## config.mk

```make
export PLATFORM = sky130hd
export DESIGN_NAME = hazard_fwd_ctrl
export DESIGN_NICKNAME = d
export VERILOG_FILES = /design/src/rtl/hazard_fwd_ctrl_pkg.sv /design/src/rtl/hazard_fwd_ctrl_fwd_select.sv /design/src/rtl/hazard_fwd_ctrl.sv
export SDC_FILE = /design/constraint.sdc
export NUM_CORES = 1
export LEC_CHECK = 0
export BUFFER_PORTS_ARGS = -buffer_cell sky130_fd_sc_hd__buf_2
export CAP_MARGIN = 0
export CORE_MARGIN = 4
export CORE_UTILIZATION = 35
export CTS_BUF_LIST = sky130_fd_sc_hd__clkbuf_2
export CTS_CLUSTER_SIZE = 14
export DETAILED_ROUTE_END_ITERATION = 8
export GPL_TIMING_DRIVEN = 0
export PLACE_DENSITY = 0.73
export SLEW_MARGIN = 20
export SYNTH_ARGS = -nofsm -noshare
export SYNTH_HDL_FRONTEND = slang
export SYNTH_SLANG_ARGS = --single-unit
```

## constraint.sdc

```tcl
create_clock -name clock_i -period 1.8 [get_ports clock_i]
set_input_delay 0.36 -clock clock_i [delete_from_list [all_inputs] [get_ports clock_i]]
set_output_delay 0.36 -clock clock_i [all_outputs]
set_load 0.01 [all_outputs]
```

## src/rtl/hazard_fwd_ctrl_pkg.sv

```systemverilog
// Shared constants for the pipeline hazard/forwarding controller.
// Bypass select encodings and the hazard FSM state type.
package hazard_fwd_ctrl_pkg;

    localparam logic [1:0] FWD_NONE  = 2'b00;
    localparam logic [1:0] FWD_MEMWB = 2'b01;
    localparam logic [1:0] FWD_EXMEM = 2'b10;

    typedef enum logic [1:0] {
        HZ_RUN      = 2'd0,
        HZ_LU_STALL = 2'd1,
        HZ_MEM_WAIT = 2'd2
    } hz_state_e;

endpackage

```

## src/rtl/hazard_fwd_ctrl_fwd_select.sv

```systemverilog
// Bypass select for one EX operand: the younger EX/MEM result beats MEM/WB,
// and writes to register 0 never forward.
module hazard_fwd_ctrl_fwd_select
    import hazard_fwd_ctrl_pkg::*;
#(
    parameter int RA_W = 5
) (
    input  logic [RA_W-1:0] src_i,
    input  logic [RA_W-1:0] exmem_rd_i,
    input  logic [RA_W-1:0] memwb_rd_i,
    input  logic            exmem_regwrite_i,
    input  logic            memwb_regwrite_i,
    output logic [1:0]      sel_o
);

    logic exmem_hit;
    logic memwb_hit;

    assign exmem_hit = exmem_regwrite_i && (exmem_rd_i != '0) && (exmem_rd_i == src_i);
    assign memwb_hit = memwb_regwrite_i && (memwb_rd_i != '0) && (memwb_rd_i == src_i);

    always_comb begin
        sel_o = FWD_NONE;
        if (exmem_hit) begin
            sel_o = FWD_EXMEM;
        end else if (memwb_hit) begin
            sel_o = FWD_MEMWB;
        end
    end

endmodule

```

## src/rtl/hazard_fwd_ctrl.sv

```systemverilog
// Pipeline hazard control: EX bypass selects, load-use stalls, dmem-wait freeze,
// redirect squash. Define HAZARD_PERF_EN to add saturating perf counters.
//
// state       | meaning
// HZ_RUN      | normal flow; a load-use hit stalls here and may enter HZ_LU_STALL
// HZ_LU_STALL | extra load-use stall cycles, cnt_q = cycles left including this one
// HZ_MEM_WAIT | dmem wait freeze; saved_q remembers which state to resume
module hazard_fwd_ctrl
    import hazard_fwd_ctrl_pkg::*;
#(
    parameter int RA_W     = 5,
    parameter int LOAD_LAT = 1,
    parameter int PERF_W   = 16
) (
    input  logic            clock_i,
    input  logic            reset_i,
    input  logic [RA_W-1:0] ifid_rs_i,
    input  logic [RA_W-1:0] ifid_rt_i,
    input  logic            ifid_uses_rs_i,
    input  logic            ifid_uses_rt_i,
    input  logic [RA_W-1:0] idex_rs_i,
    input  logic [RA_W-1:0] idex_rt_i,
    input  logic            idex_memread_i,
    input  logic [RA_W-1:0] exmem_rd_i,
    input  logic [RA_W-1:0] memwb_rd_i,
    input  logic            exmem_regwrite_i,
    input  logic            memwb_regwrite_i,
    input  logic            dmem_req_i,
    input  logic            dmem_ready_i,
    input  logic            redirect_i,
    output logic [1:0]      bypass_a_o,
    output logic [1:0]      bypass_b_o,
    output logic            pc_write_o,
    output logic            ifid_write_o,
    output logic            idex_bubble_o,
    output logic            ifid_flush_o,
    output logic            freeze_o
`ifdef HAZARD_PERF_EN
    ,
    output logic [PERF_W-1:0] perf_stall_o,
    output logic [PERF_W-1:0] perf_freeze_o,
    output logic [PERF_W-1:0] perf_flush_o
`endif
);

    localparam int CNT_W = $clog2(LOAD_LAT + 1);

    if (LOAD_LAT < 1 || LOAD_LAT > 7) begin : g_bad_load_lat
        $error("hazard_fwd_ctrl: LOAD_LAT must be in 1..7");
    end
    if (PERF_W < 1) begin : g_bad_perf_w
        $error("hazard_fwd_ctrl: PERF_W must be at least 1");
    end

    logic [1:0] sel_a;
    logic [1:0] sel_b;

    hazard_fwd_ctrl_fwd_select #(.RA_W(RA_W)) u_fwd_a (
        .src_i            (idex_rs_i),
        .exmem_rd_i       (exmem_rd_i),
        .memwb_rd_i       (memwb_rd_i),
        .exmem_regwrite_i (exmem_regwrite_i),
        .memwb_regwrite_i (memwb_regwrite_i),
        .sel_o            (sel_a)
    );

    hazard_fwd_ctrl_fwd_select #(.RA_W(RA_W)) u_fwd_b (
        .src_i            (idex_rt_i),
        .exmem_rd_i       (exmem_rd_i),
        .memwb_rd_i       (memwb_rd_i),
        .exmem_regwrite_i (exmem_regwrite_i),
        .memwb_regwrite_i (memwb_regwrite_i),
        .sel_o            (sel_b)
    );

    assign bypass_a_o = reset_i ? sel_a : FWD_NONE;
    assign bypass_b_o = reset_i ? sel_b : FWD_NONE;

    hz_state_e        state_q, state_d;
    hz_state_e        saved_q, saved_d;
    hz_state_e        run_state;
    logic [CNT_W-1:0] cnt_q, cnt_d;
    logic             frz;
    logic             lu_hit;

    assign frz    = dmem_req_i && !dmem_ready_i;
    assign lu_hit = idex_memread_i && (idex_rt_i != '0) &&
                    ((ifid_uses_rs_i && (idex_rt_i == ifid_rs_i)) ||
                     (ifid_uses_rt_i && (idex_rt_i == ifid_rt_i)));

    // Once the freeze lifts, that same cycle behaves as the interrupted state.
    assign run_state = (state_q == HZ_MEM_WAIT) ? saved_q : state_q;

    always_comb begin
        state_d       = state_q;
        saved_d       = saved_q;
        cnt_d         = cnt_q;
        pc_write_o    = 1'b1;
        ifid_write_o  = 1'b1;
        idex_bubble_o = 1'b0;
        ifid_flush_o  = 1'b0;
        freeze_o      = 1'b0;

        if (frz) begin
            pc_write_o   = 1'b0;
            ifid_write_o = 1'b0;
            freeze_o     = 1'b1;
            saved_d      = run_state;
            state_d      = HZ_MEM_WAIT;
        end else if (redirect_i) begin
            ifid_flush_o  = 1'b1;
            idex_bubble_o = 1'b1;
            cnt_d         = '0;
            state_d       = HZ_RUN;
        end else if (run_state == HZ_LU_STALL) begin
            pc_write_o    = 1'b0;
            ifid_write_o  = 1'b0;
            idex_bubble_o = 1'b1;
            cnt_d         = cnt_q - CNT_W'(1);
            state_d       = (cnt_q == CNT_W'(1)) ? HZ_RUN : HZ_LU_STALL;
        end else if (lu_hit) begin
            pc_write_o    = 1'b0;
            ifid_write_o  = 1'b0;
            idex_bubble_o = 1'b1;
            state_d       = HZ_RUN;
            if (LOAD_LAT > 1) begin
                cnt_d   = CNT_W'(LOAD_LAT - 1);
                state_d = HZ_LU_STALL;
            end
        end else begin
            state_d = HZ_RUN;
        end

        if (!reset_i) begin
            pc_write_o    = 1'b0;
            ifid_write_o  = 1'b0;
            idex_bubble_o = 1'b1;
            ifid_flush_o  = 1'b1;
            freeze_o      = 1'b0;
        end
    end

    always_ff @(posedge clock_i or negedge reset_i) begin
        if (!reset_i) begin
            state_q <= HZ_RUN;
            saved_q <= HZ_RUN;
            cnt_q   <= '0;
        end else begin
            state_q <= state_d;
            saved_q <= saved_d;
            cnt_q   <= cnt_d;
        end
    end

`ifdef HAZARD_PERF_EN
    logic lu_cyc;
    logic redir_cyc;
    logic [PERF_W-1:0] perf_stall_q, perf_freeze_q, perf_flush_q;

    assign lu_cyc    = !frz && !redirect_i && ((run_state == HZ_LU_STALL) || lu_hit);
    assign redir_cyc = !frz && redirect_i;

    always_ff @(posedge clock_i or negedge reset_i) begin
        if (!reset_i) begin
            perf_stall_q  <= '0;
            perf_freeze_q <= '0;
            perf_flush_q  <= '0;
        end else begin
            if (lu_cyc && !(&perf_stall_q))     perf_stall_q  <= perf_stall_q + 1'b1;
            if (frz && !(&perf_freeze_q))       perf_freeze_q <= perf_freeze_q + 1'b1;
            if (redir_cyc && !(&perf_flush_q))  perf_flush_q  <= perf_flush_q + 1'b1;
        end
    end

    assign perf_stall_o  = perf_stall_q;
    assign perf_freeze_o = perf_freeze_q;
    assign perf_flush_o  = perf_flush_q;
`endif

endmodule

```

==> results.md, run 1 <==
Timing:
- The post-layout minimum cycle time is 2.05 ns.
- On the final layout, the worst clock skew is around 0.0023 ns.
- Setup repair after global routing could not meet its margin everywhere.
- The total setup violations reported at the end of the flow is 7.
- The post-route fraction of the period consumed by the critical path is 1.14.
- The max-slew violation total from the final report is 0.
- Once routing completed, OpenROAD measured the worst setup slack at -0.252 ns.
- The sum of negative setup slack is -1.14 ns.
- The hold violation count in the final report is 0.
- The worst pin sits at a relative slew slack of 0.783.
- The hold slack is 0.491 ns.
- At the pin with the least slew margin, the transition time is 0.324 ns.
- The maximum frequency from static timing analysis is 487 MHz.

Clocking:
- The root buffer cell chosen for the clock tree is clkbuf_2.
- After clock tree synthesis, the clock-pin slew on the worst setup and hold paths is roughly 0.050 ns.
- Counting the buffers created by CTS gives 3.
- TritonCTS built the clock tree.
- In this run the number of H-tree levels came out at 1.
- The clock net in this run drives a total of 5 sinks.
- For the worst-skew pair, the clock arrives at the later sink with an insertion delay of 0.20 ns.
- The longest clock path from root to sink contains 2 buffers.

Setup path:
- The slowest stage cell on the critical path is or4_4.
- The kind of cell adding the most delay to the critical path is simple AND/OR/NAND/NOR gates.
- The worst register-to-register path has a setup slack of a little over 0.6 ns.
- In this run the critical register-to-register path is launched from state_q[0]$_DFF_PN0_.
- Along the worst path, the maximum fanout reaches 2.
- The delay contributed by the slowest stage of the critical path is roughly 0.55 ns.
- The type of element capturing the critical path is an output pin.
- The end of the worst register-to-register path is cnt_q$_DFFE_PN0P_.
- The worst-case reg-to-reg path depth is 4.
- Walking the worst path, the cells encountered are buf_8, or4_4, o21ai_4, buf_6, nor4_4, nor4_4, buf_2.
- The timing startpoint of the critical path is exmem_rd_i[1].
- For the worst setup path, the data required time is 1.44 ns.
- The critical path contains buffers and inverters numbering 3 combined.
- By instance count, the cell type seen most on the critical path is nor4_4.
- The worst setup path category is in2out.
- The startpoint type of the worst setup path is an input port.
- At the worst endpoint, the arrival time is 1.69 ns.

Global routing:
- Across every metal layer, demand over resource in global routing totals 0.155.
- Entering global routing, the biggest net connects 9 pins.
- Global routing finished with a remaining overflow of 0.
- The number of global-route vias before repair is 829.
- The number of antenna violations at the first check in global routing is 0.
- The first-pass GRT wire length is roughly 3200 um.

Placement:
- The number of placed cells counting well taps is about 150.
- The total cell area at the placement stage is 978 um^2.
- The detailed-placement wirelength estimate is 1670 um.
- The number of buffers inserted by port buffering is 43.
- The final RePlAce weighted congestion is 0.800.

Finish:
- The final standard cell utilization of the core is 0.621.
- From synthesis to final layout, the design area changed by 62.0%.
- Of the cells placed in the final design, the portion with a size suffix greater than 1 is 0.496.
- The final antenna diode count is 0.
- The area occupied by multi-input gates is a little under 600 um^2.
- Leaving out filler cells and counting taps, the final layout contains 162.
- The post-layout net count is about 180.
- After routing the design area is about 1100 um^2.
- The count of filler cells inserted in the layout is 166.
- The register area is 125 um^2.

Yosys:
- After synthesis, the most frequently instantiated cells are 16 x xnor2_1, 14 x xor2_1, 5 x dfrtp_1, 5 x nor2_1, 5 x o21ai_0.
- The most instantiated library cell after synthesis is xnor2_1.
- The post-synthesis instance area is 691 um^2.
- Sorting the synthesized cells by area gives the leading types as xnor2_1 20%, dfrtp_1 18%, xor2_1 18%.
- The post-synthesis compound-gate area fraction is 0.127.
- The number of distinct standard cells referenced by the synthesized netlist is 28.
- The number of warning messages in the yosys log is 0.
- Synthesis produced 85 cells.
- The portion of synthesized area spent on multiplexers is 0.
- Of the total synthesized cell area, the portion taken by XOR and XNOR cells is 0.380.
- Of the total synthesized cell area, the portion taken by AND, OR, NAND and NOR gates is 0.234.
- The cell type with the largest total area after synthesis is xnor2_1.
- The share of synthesized flip-flops with an asynchronous set or reset is 1.00.
- The synthesized design contains 5 register bits.
- The most used flip-flop cell after synthesis is dfrtp_1.
- The share of the Yosys chip area taken by registers is 0.181.
- By area, the combinational part of the netlist is dominated by XOR/XNOR gates.
- After synthesis, the mean cell area works out to 8.13 um^2.
- Of the total synthesized cell area, the portion taken by full adders, half adders and majority gates is 0.
- The proportion of netlist area held by the largest area contributor is 0.203.
- Synthesis produced a netlist with a net count of 125.
- Yosys mapped a number of flops with a built-in enable equal to 0.

Power and ir drop:
- For this design the ratio of total power to cell area is 382 nW/um^2.
- The leakage power summed over all cells is 0.529 nW.
- The maximum VDD drop is 0.000187 V.

Die:
- The floorplan row count is 15.
- The top-level port count is approximately 50.
- The die covers roughly 2700 um^2.
- The effective utilization at floorplan is 0.383.
- The area inside the core boundary is 1800 um^2.
- In this run the vertical extent of the chip is 52.4 um.
- Measured along the x axis, the die boundary spans 52.4 um.

Route:
- After detailed routing, the number of vias per cell comes to 4.94.
- The uppermost metal layer occupied by signal nets is met4.
- Wire segments on met2 add up to 1200 um in the final route.
- For this run, the detailed router's first-pass iteration total came to 3.
- The post-route antenna net violation count is 0.
- Wire segments on met3 add up to about 110 um in the final route.
- The final layout contains routed wiring with a total length of approximately 2100 um.
- The initial DRC count is 10.
- For this run, design rule violations remaining after detail routing come to 0.
- Detailed routing inserted a total of 800 vias.
- After detailed routing, the average wire length per cell comes to about 13 um.
- The detailed router put a total of 783 um of wire on met1.

Hold path:
- The depth of the worst hold-timing path is 1.
- The start point of the worst hold path is cnt_q$_DFFE_PN0P_.
- The end of the worst hold path is cnt_q$_DFFE_PN0P_.
- The tightest min-delay check is of the reg2reg type.

Run status:
- The final reports fail on negative setup slack.
- The flow ran to the end, but the final reports show violations.

Job:
- Max-cap violations in this run came to 0.
-- area by class of cell --
type,count,share of cell area
Multi-Input combinational cell,71,0.516
Clock buffer,4,0.0179
Buffer,6,0.0626
Inverter,3,0.0101
Tap cell,25,0.0280
Sequential cell,5,0.112
Timing Repair Buffer,48,0.254
-- cell usage in the layout, fill, tap and decap left out, types with 2 or more instances in the layout --
cell / n
inv_1: 2
buf_4: 5
nor4_4: 2
buf_2: 40
clkbuf_8: 2
o21ai_0: 4
a21o_1: 2
xor2_1: 14
xnor2_1: 16
buf_6: 3
nand4_1: 2
and2_1: 3
dfrtp_1: 5
or4_1: 2
clkbuf_2: 4
or4_4: 3
nand2_1: 3
nand3_1: 2
nor2_1: 5
nor4_2: 2
buf_8: 3
-- per-layer routing --
layer	global-route usage	vias to the layer above
met5	0	-
met4	0.0766	0
met3	0.0285	5
met2	0.298	29
met1	0.156	369
li1	-	397
-- metrics by stage --
step | power (mW) | setup WS [ns]
after floorplan | 0.222 | -0.0689
after global placement | 0.293 | -0.281
after detailed placement | 0.297 | -0.297
after CTS | 0.422 | -0.201
after global routing | 0.457 | -0.270
final | 0.427 | -0.252
-- registers in the layout (all words and copies together), names as in the netlist --
register	count
cnt_q	1
saved_q	2
state_q	2
-- cell families (layout without fill, tap and decap cells) --
group	Yosys count	in the layout
flip-flops	5	5
AO/OA/AOI/OAI	14	14
buffers and inverters	9	61
AND/OR/NAND/NOR	27	27
XOR/XNOR	30	30
-- repair_timing --
item / CTS / global route
pin swaps: 6 / 6
endpoints found under the setup margin: 7 / 7
hold endpoints to repair: 5 / 0
gates resized for setup: 14 / 4
buffers inserted: 3 / 1
hold buffers: 1 / 0
-- how the worst max path moves through the flow --
| stage | endpoint | slack, ns | cells after the start |
|---|---|---|---|
| after floorplan | pc_write_o | -0.07 | 6 |
| after global placement | bypass_b_o[0] | -0.28 | 5 |
| after detailed placement | bypass_b_o[0] | -0.30 | 5 |
| after CTS | bypass_a_o[0] | -0.20 | 6 |
| after global routing | bypass_a_o[0] | -0.27 | 7 |
| final | bypass_b_o[0] | -0.25 | 7 |
-- report_power, final --
group	internal [mW]	switching [mW]	total, mW
registers	0.114	0.00111	0.115
clock network	0.0588	0.0409	0.0997
logic	0.112	0.100	0.213
No activity file was read; power rests on OpenSTA's default activity.
==> run 2, diff against run 1 <==
CORE_ASPECT_RATIO = 1.5   (was unset)
SETUP_SLACK_MARGIN = 0.3   (was unset)
==> run 2 against run 1 <==
  * The run still ends with negative setup slack left
  * Clock-buffer cell count stayed put
  * Worst setup slack better by 0.019 ns
  * Worst hold slack worse by 0.011 ns
  * Via count is 3.0% lower
  * Wire length is 9.5% lower
  * Cell count is 3.1% lower
  * First-iteration DRC count is 40% lower
  * Critical path depth is 1 lower
  * Die area is 0.54% higher
  * Largest cell class unchanged
  * Highest routed layer unchanged
==> results.md, run 2 (synthesis results as in run 1) <==
Setup path:
- The slowest stage cell on the critical path was or4_4 (unchanged).
- The worst path arrival time is 1.67 ns (was 1.69 ns).
- The most prevalent standard cell on the critical path is buf_2 (was nor4_4).
- The startpoint type of the worst setup path is an input port (unchanged).
- The worst setup path category is in2out (unchanged).
- The maximum fanout along the worst path came to 3 (was 2).
- The type of element capturing the critical path was an output pin (unchanged).
- The required time of the critical path is 1.44 ns (about the same).
- The delay contributed by the slowest stage of the critical path came to 0.51 ns (was 0.55 ns).
- The kind of cell adding the most delay to the critical path is simple AND/OR/NAND/NOR gates (unchanged).
- The number of buffers and inverters on the critical path was 2 (was 3).
- Critical Path, Cell by Cell: buf_2, or4_1, o211ai_1, or4_4, nor4_4, buf_2 (was buf_8, or4_4, o21ai_4, buf_6, nor4_4, nor4_4, buf_2).

Timing:
- The max-slew violation total from the final report is 0 (unchanged).
- The post-layout minimum cycle time came to 2.03 ns (was 2.05 ns).
- The sum of negative setup slack is -0.940 ns (was -1.14 ns).
- The post-route fraction of the period consumed by the critical path is 1.13 (was 1.14).
- The hold slack was 0.480 ns (was 0.491 ns).
- The transition at the pin with the smallest max-transition slack came to 0.286 ns (was 0.324 ns).
- The final clock skew is 0.00631 ns (was 0.00233 ns).
- The total setup violations reported at the end of the flow was 7 (unchanged).
- The worst slew slack as a fraction of its limit is 0.808 (was 0.783).
- The maximum frequency from static timing analysis was 492 MHz (was 487 MHz).
- RSZ-0062 raised after global routing: true (unchanged).
- The final worst setup slack is -0.233 ns (was -0.252 ns).
- The hold violation count in the final report is 0 (unchanged).

Finish:
- The final cell area excluding filler cells is 1150 um^2 (was 1120 um^2).
- The number of standard cells in the final layout excluding fillers is 157 (was 162).
- The final antenna diode count was 0 (unchanged).
- The commonest non-fill, non-tap cell in the layout is buf_2 (unchanged).
- The final standard cell utilization of the core came to 0.623 (was 0.621).
- Largest registers: saved_q: 2 flops, state_q: 2 flops, cnt_q: 1 flops (unchanged).
- The layout cell share with drive strength beyond 1 is 0.522 (was 0.496).
- The growth of design area from synthesis to finish came to 67.2% (was 62.0%).
- Commonest cells after routing, fill and taps aside: 35 x buf_2, 16 x xnor2_1, 14 x xor2_1 (was 40 x buf_2, 16 x xnor2_1, 14 x xor2_1).
- The post-layout net count is 177 (was 178).
- The count of filler cells inserted in the layout is 175 (was 166).

Route:
- The via count of the routed design is 776 (was 800).
- The routed wire length is 1930 um (was 2130 um).
- The initial DRC count is 6 (was 10).
- The via count normalized by instance count is 4.94 (about the same).
- The post-route antenna net violation count came to 0 (unchanged).
- The DRC violation count after routing is 0 (unchanged).
- The number of optimization iterations in the first detailed-route pass came to 3 (unchanged).
- The average wire length per cell after detail routing is 12.3 um (was 13.2 um).

Global routing:
- The maximum number of pins on one net before global-route repair is 9 (unchanged).
- The first-pass GRT wire length is 3420 um (was 3250 um).
- The number of global-route vias before repair is 823 (was 829).
- The total congestion overflow after global routing is 0 (unchanged).
- The number of antenna violations at the first check in global routing is 0 (unchanged).
- The combined global-route utilization of all metal layers came to 0.158 (was 0.155).

Clocking:
- The maximum clock insertion buffer count is 2 (unchanged).
- The TritonCTS clock tree is done (unchanged).
- The number of buffers inserted during clock tree synthesis came to 3 (unchanged).
- The root buffer cell was clkbuf_2 (unchanged).
- The clock sink count is 5 (unchanged).
- The H-tree depth came to 1 (unchanged).
- The clock latency reported for the late side of the worst-skew pair came to 0.23 ns (was 0.20 ns).
- The clock slew at the register clock pins of the worst setup and hold paths is 0.06 ns (was 0.05 ns).

Die:
- The die area came to 2760 um^2 (was 2750 um^2).
- The height of the chip is 62.4 um (was 52.4 um).
- The floorplan row count is 19 (was 15).
- The effective utilization at floorplan was 0.372 (was 0.383).
- The area inside the core boundary is 1850 um^2 (was 1800 um^2).
- The top-level port count is 49 (unchanged).
- The width of the chip is 44.3 um (was 52.4 um).

Placement:
- The number of placed cells counting well taps is 149 (was 153).
- The detailed-placement wirelength estimate was 1680 um (was 1670 um).
- The pre-CTS setup slack is -0.340 ns (was -0.297 ns).
- The total cell area at the placement stage is 1050 um^2 (was 978 um^2).
- The number of buffers inserted by port buffering came to 43 (unchanged).
- The final RePlAce weighted congestion is 0.729 (was 0.800).

Run status:
- Result of the run: finished, violations left (unchanged).
- Violated checks: negative setup slack (unchanged).

Power and ir drop:
- The proportion of power drawn by combinational gates is 0.491 (was 0.498).
- The switching portion of total power came to 0.345 (was 0.333).
- The part of the power in the clock network is 0.248 (was 0.233).
- The maximum VDD drop is 0.000184 V (was 0.000187 V).
- The sequential group share of total power is 0.261 (was 0.269).
- The leakage power summed over all cells came to 0.536 nW (was 0.529 nW).
- The overall power came to 0.439 mW (was 0.427 mW).
- The net switching power figure is 0.151 mW (was 0.142 mW).
- The internal power consumption is 0.288 mW (was 0.285 mW).
- The cell area power density is 380 nW/um^2 (was 382 nW/um^2).

Job:
- The max capacitance violation total is 0 (unchanged).

Hold path:
- The worst hold-check path type is reg2reg (unchanged).
-- run 2: changes by cell type in the layout (fill, tap and decap cells not counted), sizes merged --
cell / before / now
buf: 51 / 50
-- run 2: what timing repair did --
action,in CTS,in global routing
hold endpoints to repair,5,0
setup buffers,3,0
hold buffers,1,0
pin swaps,6,4
endpoints found under the setup margin,8,8
resized for setup,12,1
-- run 2: worst reg2reg max path, cell delays in order (launching register included) --
cell	delay (ns)
dfrtp_1	0.39
nand4bb_1	0.18
o21ai_1	0.18
o21ai_0	0.12
a21o_1	0.18
-- run 2: power by group through the flow --
stage                     combinational (mW)  sequential, mW  clock, mW
final                                  0.216           0.115      0.109
after global routing                   0.236           0.115      0.131
after CTS                              0.219           0.115      0.114
after detailed placement               0.202           0.117          0
after global placement                 0.197           0.116          0
after floorplan                        0.125           0.116          0
-- run 2: final timing paths --
path	startpoint	end	slack, ns	depth (start not counted)
setup / recovery	memwb_rd_i[3]	bypass_b_o[0]	-0.23	6
hold / removal	cnt_q$_DFFE_PN0P_	cnt_q$_DFFE_PN0P_	0.48	1
setup reg to reg	state_q[0]$_DFF_PN0_	cnt_q$_DFFE_PN0P_	0.65	4
hold reg to reg	cnt_q$_DFFE_PN0P_	cnt_q$_DFFE_PN0P_	0.48	1
max in group asynchronous	reset_i	saved_q[1]$_DFFE_PN0P_	1.03	2
min in group asynchronous	reset_i	state_q[0]$_DFF_PN0_	0.57	2
-- run 2: area by class of cell --
class | count | area, um^2 | area share
multi-input combinational | 71 | 606 | 0.524
timing repair buffer | 47 | 294 | 0.255
sequential | 5 | 125 | 0.108
buffer | 6 | 72.6 | 0.0628
tap | 21 | 26.3 | 0.0228
clock buffer | 4 | 20.0 | 0.0173
inverter | 3 | 11.3 | 0.00975
-- run 2: per-layer routing --
| metal | global-route usage | routed length (um) | vias to the layer above |
|---|---|---|---|
| li1 | - | - | 394 |
| met5 | 0 | 0 | - |
| met3 | 0.0288 | 166 | 4 |
| met2 | 0.301 | 1120 | 30 |
| met4 | 0.0679 | 38 | 0 |
| met1 | 0.153 | 606 | 348 |
